==> src/rtl/sqrt_if.sv <==
// Start/Ack handshake bundle for the square-root accelerator: request side
// (start/operand/mode) and result side (root/remainder/flags).
interface sqrt_if #(
    parameter int WIDTH = 16
);
    logic               start;
    logic [WIDTH-1:0]   operand;
    logic               mode;
    logic [WIDTH/2-1:0] root;
    logic [WIDTH/2:0]   remainder;
    logic               exact;
    logic               busy;
    logic               ack;

    modport master (
        output start, operand, mode,
        input  root, remainder, exact, busy, ack
    );

    modport slave (
        input  start, operand, mode,
        output root, remainder, exact, busy, ack
    );
endinterface

==> src/rtl/sqrt_engine.sv <==
// Integer square root, restoring digit-by-digit, one root bit per clock.
// Floor or round-to-nearest result with optional saturation of the increment.
module sqrt_engine #(
    parameter int WIDTH    = 16,
    parameter bit SATURATE = 1'b1
) (
    input logic   clk,
    input logic   reset,
    sqrt_if.slave bus
);
    localparam int HALF  = WIDTH / 2;
    localparam int REM_W = HALF + 2;
    localparam int CNT_W = (HALF > 1) ? $clog2(HALF) : 1;

    typedef enum logic [2:0] {IDLE, LOAD, CALC, ROUND, DONE} state_t;

    state_t           state;
    logic [CNT_W-1:0] cnt_q;
    logic [WIDTH-1:0] shift_q;
    logic [REM_W-1:0] rem_q;
    logic [HALF-1:0]  root_q;
    logic             mode_q;

    logic [REM_W-1:0] rem_shift;
    logic [REM_W-1:0] trial;
    logic             fits;

    // Rounding never ties: (r+0.5)^2 is not an integer, so rem > r decides.
    function automatic logic [HALF-1:0] round_root(input logic [HALF-1:0]  r,
                                                   input logic [REM_W-1:0] rem,
                                                   input logic             m);
        if (m && (rem > REM_W'(r))) begin
            if (SATURATE && (&r))
                return r;
            return r + 1'b1;
        end
        return r;
    endfunction

    always_comb begin
        rem_shift = {rem_q[REM_W-3:0], shift_q[WIDTH-1 -: 2]};
        trial     = {root_q, 2'b01};
        fits      = (rem_shift >= trial);
    end

    // Datapath: operand is captured straight into the shift register on accept.
    always_ff @(posedge clk) begin
        case (state)
            IDLE, DONE: begin
                if (bus.start) begin
                    shift_q <= bus.operand;
                    mode_q  <= bus.mode;
                end
            end
            LOAD: begin
                rem_q  <= '0;
                root_q <= '0;
            end
            CALC: begin
                rem_q   <= fits ? (rem_shift - trial) : rem_shift;
                root_q  <= {root_q[HALF-2:0], fits};
                shift_q <= shift_q << 2;
            end
            default: ;
        endcase
    end

    // Control and result registers; results only move on ROUND -> DONE.
    always_ff @(posedge clk) begin
        if (!reset) begin
            state         <= IDLE;
            cnt_q         <= '0;
            bus.busy      <= 1'b0;
            bus.ack       <= 1'b0;
            bus.root      <= '0;
            bus.remainder <= '0;
            bus.exact     <= 1'b0;
        end else begin
            case (state)
                IDLE, DONE: begin
                    if (bus.start) begin
                        state    <= LOAD;
                        bus.busy <= 1'b1;
                        bus.ack  <= 1'b0;
                    end
                end
                LOAD: begin
                    state <= CALC;
                    cnt_q <= CNT_W'(HALF - 1);
                end
                CALC: begin
                    if (cnt_q == '0)
                        state <= ROUND;
                    else
                        cnt_q <= cnt_q - 1'b1;
                end
                ROUND: begin
                    state         <= DONE;
                    bus.busy      <= 1'b0;
                    bus.ack       <= 1'b1;
                    bus.root      <= round_root(root_q, rem_q, mode_q);
                    bus.remainder <= rem_q[HALF:0];
                    bus.exact     <= (rem_q == '0);
                end
                default: state <= IDLE;
            endcase
        end
    end
endmodule

==> src/flat_wrapper.sv <==
// flat-port wrapper written by rule: the top's interface ports become plain ports
module sqrt_engine_flat 
#(
    parameter int WIDTH    = 16,
    parameter bit SATURATE = 1'b1
)
  (clk, reset, bus_start, bus_operand, bus_mode, bus_root, bus_remainder, bus_exact, bus_busy, bus_ack);
  sqrt_if #(.WIDTH(WIDTH)) bus_i ();
  input logic clk;
  input logic reset;
  input wire logic [$bits(bus_i.start)-1:0] bus_start;
  input wire logic [$bits(bus_i.operand)-1:0] bus_operand;
  input wire logic [$bits(bus_i.mode)-1:0] bus_mode;
  output wire logic [$bits(bus_i.root)-1:0] bus_root;
  output wire logic [$bits(bus_i.remainder)-1:0] bus_remainder;
  output wire logic [$bits(bus_i.exact)-1:0] bus_exact;
  output wire logic [$bits(bus_i.busy)-1:0] bus_busy;
  output wire logic [$bits(bus_i.ack)-1:0] bus_ack;
  assign bus_i.start = bus_start;
  assign bus_i.operand = bus_operand;
  assign bus_i.mode = bus_mode;
  assign bus_root = bus_i.root;
  assign bus_remainder = bus_i.remainder;
  assign bus_exact = bus_i.exact;
  assign bus_busy = bus_i.busy;
  assign bus_ack = bus_i.ack;
  sqrt_engine #(.WIDTH(WIDTH), .SATURATE(SATURATE)) u_core (.clk(clk), .reset(reset), .bus(bus_i));
endmodule
==> config.mk <==
export PLATFORM = sky130hd
export DESIGN_NAME = sqrt_engine_flat
export DESIGN_NICKNAME = d
export VERILOG_FILES = /design/src/rtl/sqrt_if.sv /design/src/rtl/sqrt_engine.sv /design/src/flat_wrapper.sv
export SDC_FILE = /design/constraint.sdc
export NUM_CORES = 1
export LEC_CHECK = 0
export ABC_AREA = 1
export ABC_CLOCK_PERIOD_IN_PS = 4200
export BUFFER_PORTS_ARGS = -buffer_cell sky130_fd_sc_hd__buf_2
export CAP_MARGIN = 30
export CORE_AREA = 5 5 99 101
export DETAILED_ROUTE_END_ITERATION = 8
export DIE_AREA = 0 0 104 106
export PLACE_DENSITY_LB_ADDON = 0.12
export SETUP_SLACK_MARGIN = 0.3
export SLEW_MARGIN = 10
export SYNTH_ARGS = -nofsm -noshare
export SYNTH_HDL_FRONTEND = slang
export SYNTH_SLANG_ARGS = --single-unit
==> constraint.sdc <==
create_clock -name clk -period 4.2 [get_ports clk]
set_clock_uncertainty 0.05 [all_clocks]
set_input_delay 0.21 -clock clk [delete_from_list [all_inputs] [get_ports clk]]
set_output_delay 0.21 -clock clk [all_outputs]
set_load 0.1 [all_outputs]
==> reports/results.tsv, run 1 <==
metric	value	unit
P_leak	1.81	nW
post-route ant nets	0	
RR Startpoint	u_core.state[1]$_SDFFE_PN0P_	
clk_lat worst skew	340	ps
initial core utilization	37.4	%
Die X	104	um
most frequent cells after synthesis	126 x nand2_1, 49 x nor2_1, 47 x inv_1, 35 x edfxtp_1, 26 x dfxtp_1	
Syn Inst Count	424	
Die H	106	um
clk slew on worst S/H paths	70	ps
CTS tree	built	
TNS Setup	0	ps
Worst path slowest cell	nand3_1	
Root Buffer	clkbuf_8	
Critical Path Start	u_core.state[1]$_SDFFE_PN0P_	
Psw	0.00128	W
Die Area	11000	um^2
Worst R2R Path Depth	3	
Worst Hold Depth	3	
FP Rows	35	
Ys Warns	0	
DR DRC count	0	
synth unique cells	35	
post-DP HPWL	6070	um
I/O Pins	40	
# Post-CTS Setup Buffers	0	
Comb pwr share	46.3	%
Max-Cap Viols	0	
Yosys top cell area share	31.4	%
# H-tree levels	3	
CP Capture Type	register	
Cell Count, Final, Fillers Out	581	
Synth Flop Type	edfxtp_1	
outcome	finished clean	
syn_area_per_cell	7.88	um^2
GRT Total Usage	14.6	%
DR WL/cell	13.5	um
vias	2809	
Critical Path RT	4110	ps
syn nets	458	
largest net degree at the start of global routing	25	
RSZ-0062 raised after global routing	false	
first-pass GRT wire length	12900	um
vias in the first global route	2679	
startpoint types	register	
Seq/Total Area, Yosys	47.0	%
post-place setup slack	1790	ps
DRC marker count from the first detailed-route iteration	136	
type of the tightest min-delay check	in -> reg	
final period utilization	57.0	%
area occupied by multi-input gates	1530	um^2
# setup viols final	0	
FMAX	418	MHz
Post-synth EDFFs	35	
P_int	0.00158	W
worst stage delay on the critical path	570	ps
Setup CP Type	reg -> reg	
top-count cell post-synth	nand2_1	
switch share	44.8	%
First-pass DRT Iterations	4	
Area Growth Syn to Fin	15.8	%
worst path arrival time	2310	ps
layout cell share with drive strength beyond 1	16.6	%
final instance area	3870	um^2
Max rail drop VDD	0.253	mV
Routed WL	7870	um
ANT cells	0	
Syn Std Cell Area	3340	um^2
Tightest Pin Transition	755	ps
CORE AREA	8930	um^2
Reg power frac	33.8	%
Pwr per Cell Area	740	nW/um^2
ys async rst share	0	%
RD Place Congestion	0.834	
remaining global-route overflow	0	
reg2reg setup slack	1810	ps
FF+latch area	1570	um^2
CTS Sinks	61	
Rel. slew slack	49.5	%
Worst Hold End	u_core.shift_q[1]$_SDFFCE_PP0P_	
Final Hold Fails	0	
area post-placement	3630	um^2
hold wc startpoint	bus_operand[1]	
area leader, netlist	edfxtp_1	
crit path max fanout	20	
#FFs+latches synth	61	
proportion of power drawn by the clock network	19.9	%
DP Cell Count	564	
RR Endpoint	u_core.root_q[5]$_SDFFCE_PN0P_	
worst path cell trace	nand3_1 -> buf_4 -> nand2_1	
fill count	955	
deepest clock path buffer count	2	
Final Max Slew Viols	0	
vias per cell	4.83	
Tmin final	2390	ps
largest cells by area after synthesis	edfxtp_1 31%, dfxtp_1 16%, nand2_1 14%	
final-stage net count	499	
initial antenna violation count	0	
Port Buffers	39	
CTS buffer count	9	
final setup margin	1810	ps
## worst max-delay path, delay by kind of cell, from the launching register on
kind                   cells  cell delay (ps)
and+or+nand+nor            2             1130
DFF                        1              400
buffers and inverters      1              430
## cell usage in the layout, fill, tap and decap left out, types with 10 or more instances in the layout
cell type / Yosys / routed
dfxtp_1: 26 / 26
clkbuf_8: 0 / 10
inv_1: 47 / 47
a21oi_1: 24 / 24
buf_2: 2 / 39
nand2_1: 126 / 126
ha_1: 14 / 14
nor2_1: 49 / 49
nand3_1: 25 / 25
o21ai_0: 16 / 16
edfxtp_1: 35 / 35
## per-stage QoR
step / power (W) / hold WS (ps) / util, %
floorplan: 0.00202 / 259 / -
global placement: 0.00230 / 338 / 40.6
detailed placement: 0.00231 / 339 / 40.6
CTS: 0.00289 / 62.3 / 43.3
global route: 0.00309 / 81.4 / 43.3
finish: 0.00286 / 77.5 / 43.3
## power groups by stage
stage          logic, W  clock network, W  registers (W)
2_1_floorplan  0.000952                 0        0.00107
3_3_place_gp    0.00132                 0       0.000981
3_5_place_dp    0.00133                 0       0.000982
4_1_cts         0.00134          0.000582       0.000970
5_1_grt         0.00150          0.000609       0.000988
6_report        0.00132          0.000570       0.000968
## logic make-up (layout without fill, tap and decap cells)
family | after synthesis | count (layout) | share of synthesized area, %
compound gates | 54 | 54 | 9.36
fa+ha+maj | 14 | 14 | 5.24
flops | 61 | 61 | 47.0
xor+xnor | 9 | 9 | 2.36
buf+inv | 60 | 106 | 7.23
simple gates | 226 | 226 | 28.8
## registers in the layout, summed over array words and instances, names as in the netlist
signal and cells:
u_core.bus.ack 1, u_core.bus.busy 1, u_core.bus.exact 1, u_core.bus.remainder 9, u_core.bus.root 8, u_core.cnt_q 3, u_core.mode_q 1, u_core.rem_q 10
u_core.root_q 8, u_core.shift_q 16, u_core.state 3
## cell type report
cell class | count | area share (%)
Inverter | 49 | 4.82
Clock buffer | 13 | 5.50
Clock inverter | 3 | 0.453
Tap cell | 111 | 3.59
Multi-Input combinational cell | 303 | 39.5
Sequential cell | 61 | 40.6
Timing Repair Buffer | 41 | 5.50
## worst max path at each step
stage,endpoint,slack (ps),depth (start not counted)
finish,u_core.root_q[5]$_SDFFCE_PN0P_,1810,3
global route,u_core.rem_q[0]$_SDFFCE_PN0P_,1490,4
CTS,u_core.root_q[5]$_SDFFCE_PN0P_,1780,3
detailed placement,u_core.root_q[5]$_SDFFCE_PN0P_,1790,3
global placement,u_core.root_q[6]$_SDFFCE_PN0P_,1860,3
floorplan,u_core.rem_q[5]$_SDFFCE_PN0P_,2160,12
## what timing repair did
item                      CTS  global route
gates resized for setup     0             0
hold endpoints to repair    1             0
hold buffers                1             0
## per-layer routing
layer	up-vias	GRT usage (%)	wire, um
met2	62	24.6	3890
li1	1454	-	-
met5	-	0	0
met4	0	4.63	97
met1	1285	18.1	3540
met3	8	3.89	338
Power figures use the tool's default switching activity.
==> run 2, diff against run 1 <==
--- a/config.mk
+++ b/config.mk
@@ -6,7 +6,7 @@
 export NUM_CORES = 1
 export LEC_CHECK = 0
 export ABC_AREA = 1
-export ABC_CLOCK_PERIOD_IN_PS = 4200
+export ABC_CLOCK_PERIOD_IN_PS = 2210
 export BUFFER_PORTS_ARGS = -buffer_cell sky130_fd_sc_hd__buf_2
 export CAP_MARGIN = 30
 export CORE_AREA = 5 5 99 101
==> constraint.sdc (replaced) <==
create_clock -name clk -period 2.21 [get_ports clk]
set_clock_uncertainty 0.05 [all_clocks]
set_input_delay 0.1105 -clock clk [delete_from_list [all_inputs] [get_ports clk]]
set_output_delay 0.1105 -clock clk [all_outputs]
set_load 0.1 [all_outputs]
==> reports/results.tsv, run 2 (synthesis results as in run 1) <==
metric	value	unit	change
DR WL/cell	14.0	um	+3.2%
P_leak	2.18	nW	+20%
RR Endpoint	u_core.rem_q[7]$_SDFFCE_PN0P_		
FP Rows	35		unchanged
Rel. slew slack	62.2	%	+13 points
commonest cells after routing, fill and taps aside	110 x nand2_1, 49 x buf_4, 47 x nor2_1		
Die H	106	um	unchanged
crit path max fanout	6		-70%
Setup CP Type	reg -> reg		
Tmin final	2030	ps	-364 ps
CTS tree	built		
RD Place Congestion	0.889		+6.6%
CP bufs+invs	3		+2
CTS Sinks	61		unchanged
# H-tree levels	3		unchanged
hold wc startpoint	bus_operand[2]		
post-place setup slack	105	ps	-1690 ps
vias in the first global route	3001		+12%
type of the tightest min-delay check	in -> reg		
outcome	finished clean		
I/O Pins	40		unchanged
Worst R2R Path Depth	12		+9
initial core utilization	37.4	%	unchanged
delay-heaviest family, CP	simple AND/OR/NAND/NOR gates		
RSZ-0062 raised after global routing	true		
worst stage delay on the critical path	410	ps	-160 ps
Final Max Slew Viols	0		unchanged
Routed WL	9100	um	+16%
post-DP HPWL	6090	um	+0.36%
final setup margin	179	ps	-1630 ps
first-pass GRT wire length	14300	um	+11%
worst path cell trace	inv_2 -> ha_4 -> nand2_4 -> nor2_4 -> nand3b_1 -> nand2_1 -> inv_2 -> nand2_4 -> nor2_4 -> clkinvlp_4 -> o21ai_1 -> nor2_1		
Max rail drop VDD	0.558	mV	+120%
commonest non-fill, non-tap cell in the layout	nand2_1		
worst path arrival time	2070	ps	-240 ps
RR Startpoint	u_core.root_q[1]$_SDFFCE_PN0P_		
vias per cell	4.82		-0.20%
Largest regs	u_core.shift_q: 16 flops, u_core.rem_q: 10 flops, u_core.bus.remainder: 9 flops		
layout cell share with drive strength beyond 1	34.8	%	+18 points
CTS buffer count	9		unchanged
initial antenna violation count	0		unchanged
Die X	104	um	unchanged
CP Capture Type	register		
# setup viols final	0		unchanged
max FFs per register	16		unchanged
clk_lat worst skew	350	ps	about the same
First-pass DRT Iterations	4		unchanged
final period utilization	91.9	%	+35 points
startpoint types	register		
Max-Cap Viols	0		unchanged
Worst Hold End	u_core.shift_q[2]$_DFFE_PP_		
Final Hold Fails	0		unchanged
FMAX	492	MHz	+18%
Area Growth Syn to Fin	41.2	%	
Reg with most FFs	u_core.shift_q		
final-stage net count	569		+14%
largest net degree at the start of global routing	24		-4.0%
clk slew on worst S/H paths	80	ps	about the same
DR DRC count	0		unchanged
Root Buffer	clkbuf_8		
reg2reg setup slack	180	ps	-1630 ps
Port Buffers	39		unchanged
Die Area	11000	um^2	unchanged
ANT cells	0		unchanged
Tightest Pin Transition	566	ps	-189 ps
Pwr per Cell Area	1450	nW/um^2	+95%
vias	3141		+12%
Critical Path RT	2250	ps	-1860 ps
post-route ant nets	0		unchanged
TNS Setup	0	ps	unchanged
DRC marker count from the first detailed-route iteration	130		-4.4%
remaining global-route overflow	0		unchanged
GRT Total Usage	16.1	%	+1.5 points
deepest clock path buffer count	2		unchanged
Worst Hold Depth	3		unchanged
CORE AREA	8930	um^2	unchanged
Worst path slowest cell	edfxtp_1		
## run 2: where the power goes
part	leakage (nW)	total, W	switching (W)	internal, W
Sequential	0.552	0.00179	0.000184	0.00160
Clock	0.103	0.000983	0.000503	0.000480
Combinational	1.52	0.00405	0.00239	0.00166
Total	2.18	0.00682	0.00307	0.00375
## run 2: worst max path at each step
| stage | from | endpoint | slack [ps] | depth (start not counted) |
|---|---|---|---|---|
| after floorplan | u_core.root_q[3]$_SDFFCE_PN0P_ | u_core.rem_q[5]$_SDFFCE_PN0P_ | 230 | 12 |
| after global placement | u_core.root_q[3]$_SDFFCE_PN0P_ | u_core.rem_q[7]$_SDFFCE_PN0P_ | 160 | 11 |
| after detailed placement | u_core.root_q[7]$_SDFFCE_PN0P_ | u_core.rem_q[5]$_SDFFCE_PN0P_ | 110 | 12 |
| after CTS | u_core.rem_q[1]$_SDFFCE_PN0P_ | u_core.rem_q[8]$_SDFFCE_PN0P_ | 230 | 11 |
| after global routing | u_core.root_q[3]$_SDFFCE_PN0P_ | u_core.rem_q[7]$_SDFFCE_PN0P_ | 70 | 11 |
| final | u_core.root_q[1]$_SDFFCE_PN0P_ | u_core.rem_q[7]$_SDFFCE_PN0P_ | 180 | 12 |
## run 2: cell type report
type,count,area (um^2)
inverter,49,194
multi-input combinational,305,1850
sequential,61,1570
clock inverter,6,38.8
clock buffer,10,149
timing repair buffer,108,768
fill,841,4220
timing repair inverter,1,7.51
tap,111,139
## run 2: layer usage
layer | up-vias | share of wire [%] | GRT usage [%]
met5 | - | 0 | 0
met4 | 0 | 2.1 | 5.64
met3 | 21 | 3.1 | 3.04
met2 | 65 | 50 | 28.3
met1 | 1455 | 44 | 19.7
li1 | 1600 | - | -
## run 2: repair_timing
action / in CTS / in global routing
pin swaps: 21 / 26
setup buffers: 27 / 12
hold buffers: 16 / 0
gates cloned: 3 / 0
endpoints found under the hold margin: 16 / 0
setup endpoints to repair: 18 / 19
resized for setup: 26 / 42
## run 2: stage by stage
| stage | cells | hold slack (ps) | total power, W | cell area (um^2) | util [%] |
|---|---|---|---|---|---|
| floorplan | 424 | 159 | 0.00402 | 3430 | - |
| global placement | 577 | 239 | 0.00466 | 3820 | 42.7 |
| detailed placement | 577 | 239 | 0.00466 | 3820 | 42.7 |
| CTS | 639 | 3.90 | 0.00633 | 4470 | 50.0 |
| global route | 651 | 13.8 | 0.00728 | 4720 | 52.8 |
| finish | 651 | 7.30 | 0.00682 | 4720 | 52.8 |
## run 2: worst reg2reg max path, delay by kind of cell (launching register included)
kind,cells,cell delay (ps)
buf+inv,3,380
fa+ha+maj,1,240
simple gates,7,560
flops,1,410
compound gates,1,150
